<file path="config.mk">
export PLATFORM = sky130hd
export DESIGN_NAME = pll_reset_sequencer
export DESIGN_NICKNAME = d
export VERILOG_FILES = /design/src/rtl/pll_reset_sequencer_pkg.sv /design/src/rtl/sync_2ff.sv /design/src/rtl/pll_reset_sequencer.sv
export SDC_FILE = /design/constraint.sdc
export NUM_CORES = 1
export LEC_CHECK = 0
export CAP_MARGIN = 30
export CELL_PAD_IN_SITES_DETAIL_PLACEMENT = 1
export CELL_PAD_IN_SITES_GLOBAL_PLACEMENT = 1
export CORE_MARGIN = 3
export CORE_UTILIZATION = 35
export DETAILED_ROUTE_END_ITERATION = 8
export DONT_BUFFER_PORTS = 1
export GPL_ROUTABILITY_DRIVEN = 0
export GPL_TIMING_DRIVEN = 1
export PLACE_DENSITY = 0.68
export SYNTH_ARGS = -nofsm -noshare
export SYNTH_HDL_FRONTEND = slang
export SYNTH_SLANG_ARGS = --single-unit
</file>
<file path="constraint.sdc">
create_clock -name clk -period 3.9 [get_ports clk]
set_clock_uncertainty 0.2 [all_clocks]
set_input_delay 0.975 -clock clk [delete_from_list [all_inputs] [get_ports clk]]
set_output_delay 0.975 -clock clk [all_outputs]
set_load 0.01 [all_outputs]
</file>
<file path="src/rtl/pll_reset_sequencer_pkg.sv">
`default_nettype none
// ============================================================================
// Module      : pll_reset_sequencer_pkg
// Description : Shared PLL reset-sequencer definitions. These are the FSM
//               state encodings, the synchronizer depth and the counter-width
//               helper.
// Revision    : 1.0 - initial release
// ============================================================================
package pll_reset_sequencer_pkg;

    typedef enum logic [1:0] {
        ST_WAIT_LOCK = 2'd0,
        ST_STABILIZE = 2'd1,
        ST_HOLD      = 2'd2,
        ST_RUN       = 2'd3
    } pll_state_e;

    localparam int unsigned c_sync_stages = 2;

    // The extra bit leaves headroom so a terminal count never wraps.
    function automatic int unsigned cnt_width(input int unsigned a,
                                              input int unsigned b,
                                              input int unsigned c);
        int unsigned m;
        m = a;
        if (b > m) m = b;
        if (c > m) m = c;
        return $clog2(m) + 1;
    endfunction

endpackage
`default_nettype wire

</file>
<file path="src/rtl/sync_2ff.sv">
`default_nettype none
// ============================================================================
// Module      : sync_2ff
// Description : Flop-chain synchronizer that brings an asynchronous level into
//               the clk domain. It clears on a synchronous reset.
// Revision    : 1.0 - initial release
// ============================================================================
module sync_2ff
    import pll_reset_sequencer_pkg::*;
#(
    parameter int unsigned STAGES = c_sync_stages
) (
    input  logic clk,
    input  logic reset,
    input  logic din,
    output logic dout
);

    logic [STAGES-1:0] r_sync;

    always_ff @(posedge clk) begin
        if (reset) begin
            r_sync <= '0;
        end else begin
            r_sync <= {r_sync[STAGES-2:0], din};
        end
    end

    assign dout = r_sync[STAGES-1];

endmodule
`default_nettype wire

</file>
<file path="src/rtl/pll_reset_sequencer.sv">
`default_nettype none
// ============================================================================
// Module      : pll_reset_sequencer
// Description : Sequences the core reset from the PLL lock flag and a user
//               reset request. Define PLL_RST_DEBOUNCE_EN to debounce rst_req.
// Revision    : 1.0 - initial release
// ============================================================================
module pll_reset_sequencer
    import pll_reset_sequencer_pkg::*;
#(
    parameter int unsigned LOCK_STABLE_CYCLES = 1024,
    parameter int unsigned RST_HOLD_CYCLES    = 16,
    parameter int unsigned DEBOUNCE_CYCLES    = 65536
) (
    input  logic       clk,
    input  logic       reset,
    input  logic       pll_locked,
    input  logic       rst_req,
    output logic       sys_rst,
    output logic       sys_ready,
    output logic       lock_lost,
    output logic [1:0] state
);

    localparam int unsigned c_cnt_w = cnt_width(LOCK_STABLE_CYCLES, RST_HOLD_CYCLES, DEBOUNCE_CYCLES);
    localparam logic [c_cnt_w-1:0] c_lock_last = c_cnt_w'(LOCK_STABLE_CYCLES - 1);
    localparam logic [c_cnt_w-1:0] c_hold_last = c_cnt_w'(RST_HOLD_CYCLES - 1);

    logic               w_lock_s;
    logic               w_req_s;
    logic               w_req_q;
    logic               w_lock_loss;
    pll_state_e         r_state;
    pll_state_e         w_next_state;
    logic [c_cnt_w-1:0] r_cnt;
    logic [c_cnt_w-1:0] w_next_cnt;
    logic               r_lost_evt;

    sync_2ff u_sync_lock (
        .clk   (clk),
        .reset (reset),
        .din   (pll_locked),
        .dout  (w_lock_s)
    );

    sync_2ff u_sync_req (
        .clk   (clk),
        .reset (reset),
        .din   (rst_req),
        .dout  (w_req_s)
    );

`ifdef PLL_RST_DEBOUNCE_EN
    localparam logic [c_cnt_w-1:0] c_deb_last = c_cnt_w'(DEBOUNCE_CYCLES - 1);

    logic [c_cnt_w-1:0] r_deb_cnt;
    logic               r_deb_done;

    // The done flag makes one long press a single event until req_s drops.
    always_ff @(posedge clk) begin
        if (reset || !w_req_s) begin
            r_deb_cnt  <= '0;
            r_deb_done <= 1'b0;
        end else if (!r_deb_done) begin
            if (r_deb_cnt == c_deb_last) begin
                r_deb_done <= 1'b1;
            end else begin
                r_deb_cnt <= r_deb_cnt + 1'b1;
            end
        end
    end

    assign w_req_q = w_req_s && !r_deb_done && (r_deb_cnt == c_deb_last);
`else
    logic r_req_d;

    always_ff @(posedge clk) begin
        if (reset) begin
            r_req_d <= 1'b0;
        end else begin
            r_req_d <= w_req_s;
        end
    end

    assign w_req_q = w_req_s && !r_req_d;
`endif

    always_ff @(posedge clk) begin
        if (reset) begin
            r_state    <= ST_WAIT_LOCK;
            r_cnt      <= '0;
            r_lost_evt <= 1'b0;
            sys_rst    <= 1'b1;
            sys_ready  <= 1'b0;
            lock_lost  <= 1'b0;
        end else begin
            r_state    <= w_next_state;
            r_cnt      <= w_next_cnt;
            r_lost_evt <= w_lock_loss;
            // Outputs follow the registered state, which keeps inputs off them.
            sys_rst    <= (r_state != ST_RUN);
            sys_ready  <= (r_state == ST_RUN);
            lock_lost  <= r_lost_evt;
        end
    end

    // Lock loss is tested first in every state so it beats a request.
    always_comb begin
        w_next_state = r_state;
        w_next_cnt   = r_cnt;
        w_lock_loss  = 1'b0;
        case (r_state)
            ST_WAIT_LOCK: begin
                if (w_lock_s) begin
                    w_next_state = ST_STABILIZE;
                    w_next_cnt   = '0;
                end
            end
            ST_STABILIZE: begin
                if (!w_lock_s) begin
                    w_next_state = ST_WAIT_LOCK;
                    w_next_cnt   = '0;
                end else if (r_cnt == c_lock_last) begin
                    w_next_state = ST_HOLD;
                    w_next_cnt   = '0;
                end else begin
                    w_next_cnt = r_cnt + 1'b1;
                end
            end
            ST_HOLD: begin
                if (!w_lock_s) begin
                    w_next_state = ST_WAIT_LOCK;
                    w_next_cnt   = '0;
                    w_lock_loss  = 1'b1;
                end else if (w_req_q) begin
                    w_next_cnt = '0;
                end else if (r_cnt == c_hold_last) begin
                    w_next_state = ST_RUN;
                    w_next_cnt   = '0;
                end else begin
                    w_next_cnt = r_cnt + 1'b1;
                end
            end
            ST_RUN: begin
                if (!w_lock_s) begin
                    w_next_state = ST_WAIT_LOCK;
                    w_next_cnt   = '0;
                    w_lock_loss  = 1'b1;
                end else if (w_req_q) begin
                    w_next_state = ST_HOLD;
                    w_next_cnt   = '0;
                end
            end
            default: begin
                w_next_state = ST_WAIT_LOCK;
                w_next_cnt   = '0;
            end
        endcase
    end

    assign state = r_state;

endmodule
`default_nettype wire
</file>
==> results of run 1 <==
==> per-stage QoR <==
| step | utilization [%] | std cells |
|---|---|---|
| 2_1_floorplan | - | 140 |
| 3_3_place_gp | 39.3 | 184 |
| 3_5_place_dp | 39.3 | 184 |
| 4_1_cts | 40.9 | 188 |
| 5_1_grt | 40.9 | 188 |
| 6_report | 40.9 | 188 |
==> how the worst max path moves through the flow <==
stage                                      from                      to  slack (ns)  cells past startpoint
after floorplan           state[0]$_SDFFE_PP0P_   r_cnt[0]$_SDFFE_PP0P_        2.06                      6
after global placement    state[0]$_SDFFE_PP0P_  r_cnt[15]$_SDFFE_PP0P_        1.81                      7
after detailed placement  state[0]$_SDFFE_PP0P_   state[0]$_SDFFE_PP0P_        1.73                      7
after CTS                 state[0]$_SDFFE_PP0P_   state[0]$_SDFFE_PP0P_        1.69                      7
after global routing      state[0]$_SDFFE_PP0P_   state[0]$_SDFFE_PP0P_        1.52                      7
final                     state[0]$_SDFFE_PP0P_   state[0]$_SDFFE_PP0P_        1.72                      7
==> state kept, by name (all words and copies together), names as in the netlist <==
| signal | count |
|---|---|
| r_cnt | 17 |
| state | 2 |
| u_sync_req.r_sync | 2 |
| u_sync_lock.r_sync | 2 |
| sys_rst | 1 |
| r_req_d | 1 |
| sys_ready | 1 |
| lock_lost | 1 |
| r_lost_evt | 1 |
==> cells in the final DEF (no fill, tap or decap), types with 2 or more instances in the layout <==
cell type,instances
a21oi_1,4
and4_1,2
clkbuf_8,4
dfxtp_1,28
ha_1,5
inv_1,7
nand2_1,10
nand2b_1,2
nand3_1,6
nand4_1,3
nor2_1,13
nor2_2,10
nor2b_1,8
nor3_1,3
nor3_2,3
xnor2_1,12
xor2_1,3
==> kinds of logic (layout without fill, tap and decap cells) <==
family | count (synthesis) | count (layout) | synth area share (%)
flops | 28 | 28 | 41.9
simple gates | 69 | 69 | 31.5
buf+inv | 9 | 11 | 3.74
fa+ha+maj | 5 | 5 | 4.67
compound gates | 14 | 14 | 8.41
xor+xnor | 15 | 15 | 9.81
==> layout make-up <==
| cell class | instances | share of cell area [%] |
|---|---|---|
| flip-flops and latches | 28 | 39.3 |
| multi-input cells | 103 | 51.0 |
| clock buffers | 4 | 3.86 |
| well taps | 46 | 4.03 |
| inverters | 7 | 1.84 |
==> where the power goes <==
part,internal [mW],total (mW),switching (mW)
Combinational,0.0124,0.0373,0.0249
Sequential,0.290,0.294,0.00488
Clock,0.0904,0.178,0.0876
Total,0.392,0.510,0.117
==> metal layers <==
layer	vias up	track usage (%)	wire (um)
li1	481	-	-
met1	464	16.2	1200
met2	6	20.9	1220
met3	4	1.97	48
met4	0	6.70	38
met5	-	0	0
==> out/qor.csv, run 1 <==
stage;metric;value;unit
status;status;completed;
layout;share of cells above drive strength 1;15.5;%
layout;fillcell total;416;
floorplan;core area;0.00349;mm^2
sta;worst setup margin;1.72;ns
routing;DR vias/cell;5.08;
routing;Avg WL per Cell;13.4;um
routing;Routed WL;2510;um
global_route;vias in the first global route;936;
routing;DRC errors left;0;
setup_path;CP bufs+invs;1;
floorplan;DIE HEIGHT;67.8;um
power_and_ir_drop;PnR Total Power;510;uW
setup_path;Critical Path Start Type;register;
layout;fin area;0.00143;mm^2
clock_tree;clk slew on worst S/H paths;0.09;ns
floorplan;Starting Density;38.3;%
sta;slew margin rel.;60.0;%
clock_tree;CTS H-tree depth;1;
routing;via count;955;
sta;Slew Limit Fails;0;
global_route;initial antenna violation count;0;
routing;drt pass-1 iters;4;
power_and_ir_drop;Pwr per Cell Area;357;mW/mm^2
place;port bufs;0;
floorplan;Die W;67.8;um
clock_tree;TritonCTS Buffers;3;
setup_path;CP Cell Sequence;inv_1 -> ha_1 -> nand2b_1 -> o21ai_1 -> a31oi_1 -> a21oi_1 -> a211oi_1;
sta;setup TNS;0;ns
layout;Layout Area Growth over Synthesis;6.64;%
hold_path;worst hold path depth;1;
synthesis;Synth Register Bits;28;
global_route;first-pass GRT wire length;4310;um
clock_tree;clk sink count;28;
sta;hold_ws;0.248;ns
setup_path;origin of the critical flop-to-flop path;state[0]$_SDFFE_PP0P_;
setup_path;CP required;3.89;ns
sta;min Tclk post-route;2.18;ns
setup_path;Worst R2R Setup Slack;1.72;ns
power_and_ir_drop;Leak;0.433;nW
synthesis;dominant synthesized flop cell;dfxtp_1;
setup_path;CP Capture Type;register;
floorplan;die area;0.00460;mm^2
hold_path;worst min-delay path class;register to register;
synthesis;top cell type's share of synthesized area;41.9;%
layout;area taken by flip-flops and latches;561;um^2
setup_path;r2r endpoint;state[0]$_SDFFE_PP0P_;
hold_path;Worst Hold End;u_sync_lock.r_sync[1]$_SDFF_PP0_;
routing;initial detailed-routing violation count;6;
power_and_ir_drop;maximum VDD drop;0.000120;V
clock_tree;post-CTS sizing;0;
sta;f_max;459;MHz
setup_path;Data arrival, critical path;2.17;ns
setup_path;Top delay family on crit path;compound AO/OA/AOI/OAI gates;
place;dpl hpwl;1900;um
synthesis;yosys warns;0;
synthesis;top cell type by total area after synthesis;dfxtp_1;
synthesis;count leader, synth;dfxtp_1;
sta;Setup Viol. Count Final;0;
sta;unrepaired setup endpoints after global routing;false;
synthesis;library cells used by synthesis;37;
setup_path;CP Max Fanout;6;
clock_tree;clock buffer depth;2;
synthesis;Mapped Area;0.00134;mm^2
synthesis;Synth area leaders;dfxtp_1, xnor2_1, ha_1;
synthesis;most frequent cells after synthesis;dfxtp_1, nor2_1, xnor2_1, nand2_1, nor2_2;
floorplan;Site Rows;21;
layout;fin nets;152;
setup_path;Crit Path Category;register to register;
synthesis;synthesized net count;149;
run;max_cap viols;0;
global_route;largest net degree at the start of global routing;17;
sta;Final Cycle Share;55.9;%
layout;Multi-input gate area;728;um^2
global_route;Global Route Usage Sum;12.8;%
synthesis;asr flop ratio synth;0;%
synthesis;Post-synth EDFFs;0;
setup_path;CP peak stage delay;0.49;ns
synthesis;Syn Area/Cell;9.56;um^2
hold_path;Hold Path Origin;u_sync_lock.r_sync[0]$_SDFF_PP0_;
floorplan;I/O Pins;9;
sta;Final Hold Fails;0;
clock_tree;Post-CTS Hold Buffers;0;
place;DP Area;0.00137;mm^2
setup_path;Critical Path Slowest Stage Cell;dfxtp_1;
global_route;grt total ovfl;0;
clock_tree;clk root buf;clkbuf_8;
clock_tree;Clk Latency, worst-skew pair;0.27;ns
sta;Worst-Margin Slew;0.599;ns
synthesis;gate count after technology mapping;140;
routing;ANT nets after route;0;
place;worst slack, placed;1.73;ns
clock_tree;TritonCTS clock tree;yes;
synthesis;sequential share of the synthesized area;41.9;%
clock_tree;postcts setup bufs;0;
setup_path;Reg2Reg Depth;7;
layout;antenna cell count;0;
Power figures use the tool's default switching activity.
==> inputs of run 2 (changes only) <==
==> constraint.sdc (replaced) <==
create_clock -name clk -period 2.25 [get_ports clk]
set_clock_uncertainty 0.2 [all_clocks]
set_input_delay 0.5625 -clock clk [delete_from_list [all_inputs] [get_ports clk]]
set_output_delay 0.5625 -clock clk [all_outputs]
set_load 0.01 [all_outputs]
==> run 2 against run 1 <==
Cell area increased by 0.96%. Flip-flop and latch count did not move. Sequential share of layout area decreased by 0.29 points. Clock power rose by 48%. First-iteration DRC count grew to 3.7 times the previous value. Setup slack lost 1.5 ns. Maximum frequency grew 5.4%. Power is 66% higher. Critical path depth is the same. Combinational power rose by 96%. Sequential power rose by 73%.
==> out/qor.csv, run 2 (synthesis gave the netlist of run 1 again) <==
stage;metric;value;unit
routing;DRC errors left;0;
setup_path;origin of the critical flop-to-flop path;state[0]$_SDFFE_PP0P_;
global_route;grt total ovfl;0;
floorplan;Starting Density;38.3;%
global_route;GRT busiest layer;met2;
clock_tree;clk root buf;clkbuf_8;
power_and_ir_drop;maximum VDD drop;0.000194;V
clock_tree;TritonCTS Buffers;3;
run;max_cap viols;0;
layout;Layout Area Growth over Synthesis;7.66;%
place;dpl hpwl;2030;um
global_route;initial antenna violation count;0;
global_route;met3 usage;2.46;%
global_route;Global Route Usage Sum;13.3;%
sta;slew margin rel.;62.7;%
setup_path;Worst R2R Setup Slack;0.18;ns
routing;Avg WL per Cell;14.2;um
clock_tree;post-CTS sizing;0;
clock_tree;TritonCTS clock tree;yes;
sta;Setup Viol. Count Final;0;
global_route;met1 Use GR;17.0;%
layout;share of cells above drive strength 1;18.2;%
layout;antenna cell count;0;
sta;unrepaired setup endpoints after global routing;true;
floorplan;DIE HEIGHT;67.8;um
sta;Worst-Margin Slew;0.559;ns
layout;Largest register FFs;17;
hold_path;Worst Hold End;u_sync_lock.r_sync[0]$_SDFF_PP0_;
clock_tree;CTS H-tree depth;1;
global_route;first-pass GRT wire length;4680;um
layout;fin nets;154;
sta;Final Cycle Share;91.9;%
power_and_ir_drop;Leak;0.438;nW
routing;ANT nets after route;0;
hold_path;worst min-delay path class;primary input to register;
global_route;vias in the first global route;1014;
floorplan;I/O Pins;9;
sta;min Tclk post-route;2.07;ns
floorplan;die area;0.00460;mm^2
floorplan;core area;0.00349;mm^2
clock_tree;clock buffer depth;2;
clock_tree;clk slew on worst S/H paths;0.09;ns
routing;initial detailed-routing violation count;22;
clock_tree;clk sink count;28;
setup_path;Critical Path Start Type;register;
routing;drt pass-1 iters;4;
floorplan;Site Rows;21;
routing;DR vias/cell;5.18;
global_route;GR Util met2;22.2;%
setup_path;r2r endpoint;state[0]$_SDFFE_PP0P_;
sta;worst setup margin;0.182;ns
layout;leading cell type in the layout, fill and taps excluded;dfxtp_1;
layout;Biggest register;r_cnt;
routing;Routed WL;2690;um
place;cell total after placement;186;
setup_path;Reg2Reg Depth;7;
sta;Slew Limit Fails;0;
setup_path;CP required;2.24;ns
routing;via count;979;
setup_path;CP Max Fanout;6;
layout;most frequent cells in the layout;dfxtp_1, nor2_1, xnor2_1, nand2_1, nor2_2;
setup_path;Crit Path Category;register to register;
global_route;largest net degree at the start of global routing;17;
sta;f_max;483;MHz
setup_path;CP Capture Type;register;
clock_tree;Clk Latency, worst-skew pair;0.27;ns
place;worst slack, placed;0.143;ns
power_and_ir_drop;Pwr per Cell Area;586;mW/mm^2
hold_path;worst hold path depth;1;
layout;Non-Filler Instances;189;
clock_tree;Post-CTS Hold Buffers;0;
status;status;completed;
floorplan;Die W;67.8;um
sta;Final Hold Fails;0;
setup_path;Data arrival, critical path;2.06;ns
clock_tree;postcts setup bufs;0;
place;port bufs;0;
hold_path;Hold Path Origin;reset;
## run 2: changes by cell type in the layout (fill, tap and decap cells not counted), sizes merged
cell,before,now
buf,0,2
clkbuf,4,3
## run 2: how the worst max path moves through the flow
stage,from,endpoint,slack (ns)
after global placement,state[1]$_SDFFE_PP0P_,state[0]$_SDFFE_PP0P_,0.22
after floorplan,state[0]$_SDFFE_PP0P_,r_cnt[0]$_SDFFE_PP0P_,0.41
after CTS,state[0]$_SDFFE_PP0P_,state[0]$_SDFFE_PP0P_,0.09
final,state[0]$_SDFFE_PP0P_,state[0]$_SDFFE_PP0P_,0.18
after global routing,state[0]$_SDFFE_PP0P_,r_cnt[15]$_SDFFE_PP0P_,-0.003
after detailed placement,state[0]$_SDFFE_PP0P_,state[0]$_SDFFE_PP0P_,0.14
## run 2: routing by layer
metal	wire length, um	share of wire (%)	vias up
li1	-	-	483
met1	1230	46	484
met2	1360	51	8
met3	58	2.2	4
met4	32	1.2	0
met5	0	0	-
## run 2: area by class of cell
type | count | area (um^2)
fill | 416 | 2050
tap | 46 | 57.6
multi-input combinational | 103 | 739
clock buffer | 3 | 41.3
sequential | 28 | 562
timing repair buffer | 2 | 15.0
inverter | 7 | 26.3
## run 2: per-stage QoR
stage                     hold slack, ns  util, %  power, mW  instance area (um^2)  setup TNS (ns)
final                              0.152     41.2      0.845                  1440               0
after CTS                          0.147     40.9      0.853                  1430               0
after floorplan                    0.214        -      0.582                  1340               0
after global placement             0.219     39.7      0.589                  1390               0
after global routing               0.136     41.2      0.890                  1440        -0.00300
after detailed placement           0.227     39.7      0.591                  1390               0
## run 2: power breakdown
group / switching [mW] / total (mW) / leakage, nW / internal, mW
Sequential: 0.00725 / 0.509 / 0.227 / 0.502
Combinational: 0.0473 / 0.0732 / 0.189 / 0.0259
Clock: 0.143 / 0.263 / 0.0216 / 0.120
Total: 0.198 / 0.845 / 0.438 / 0.648
## run 2: critical path, stage by stage, from the launching register on
cell      delay, ns
dfxtp_1        0.45
inv_1          0.10
ha_1           0.24
nand2b_1       0.16
o21ai_1        0.20
a31oi_2        0.31
a21oi_1        0.11
a211oi_1       0.22
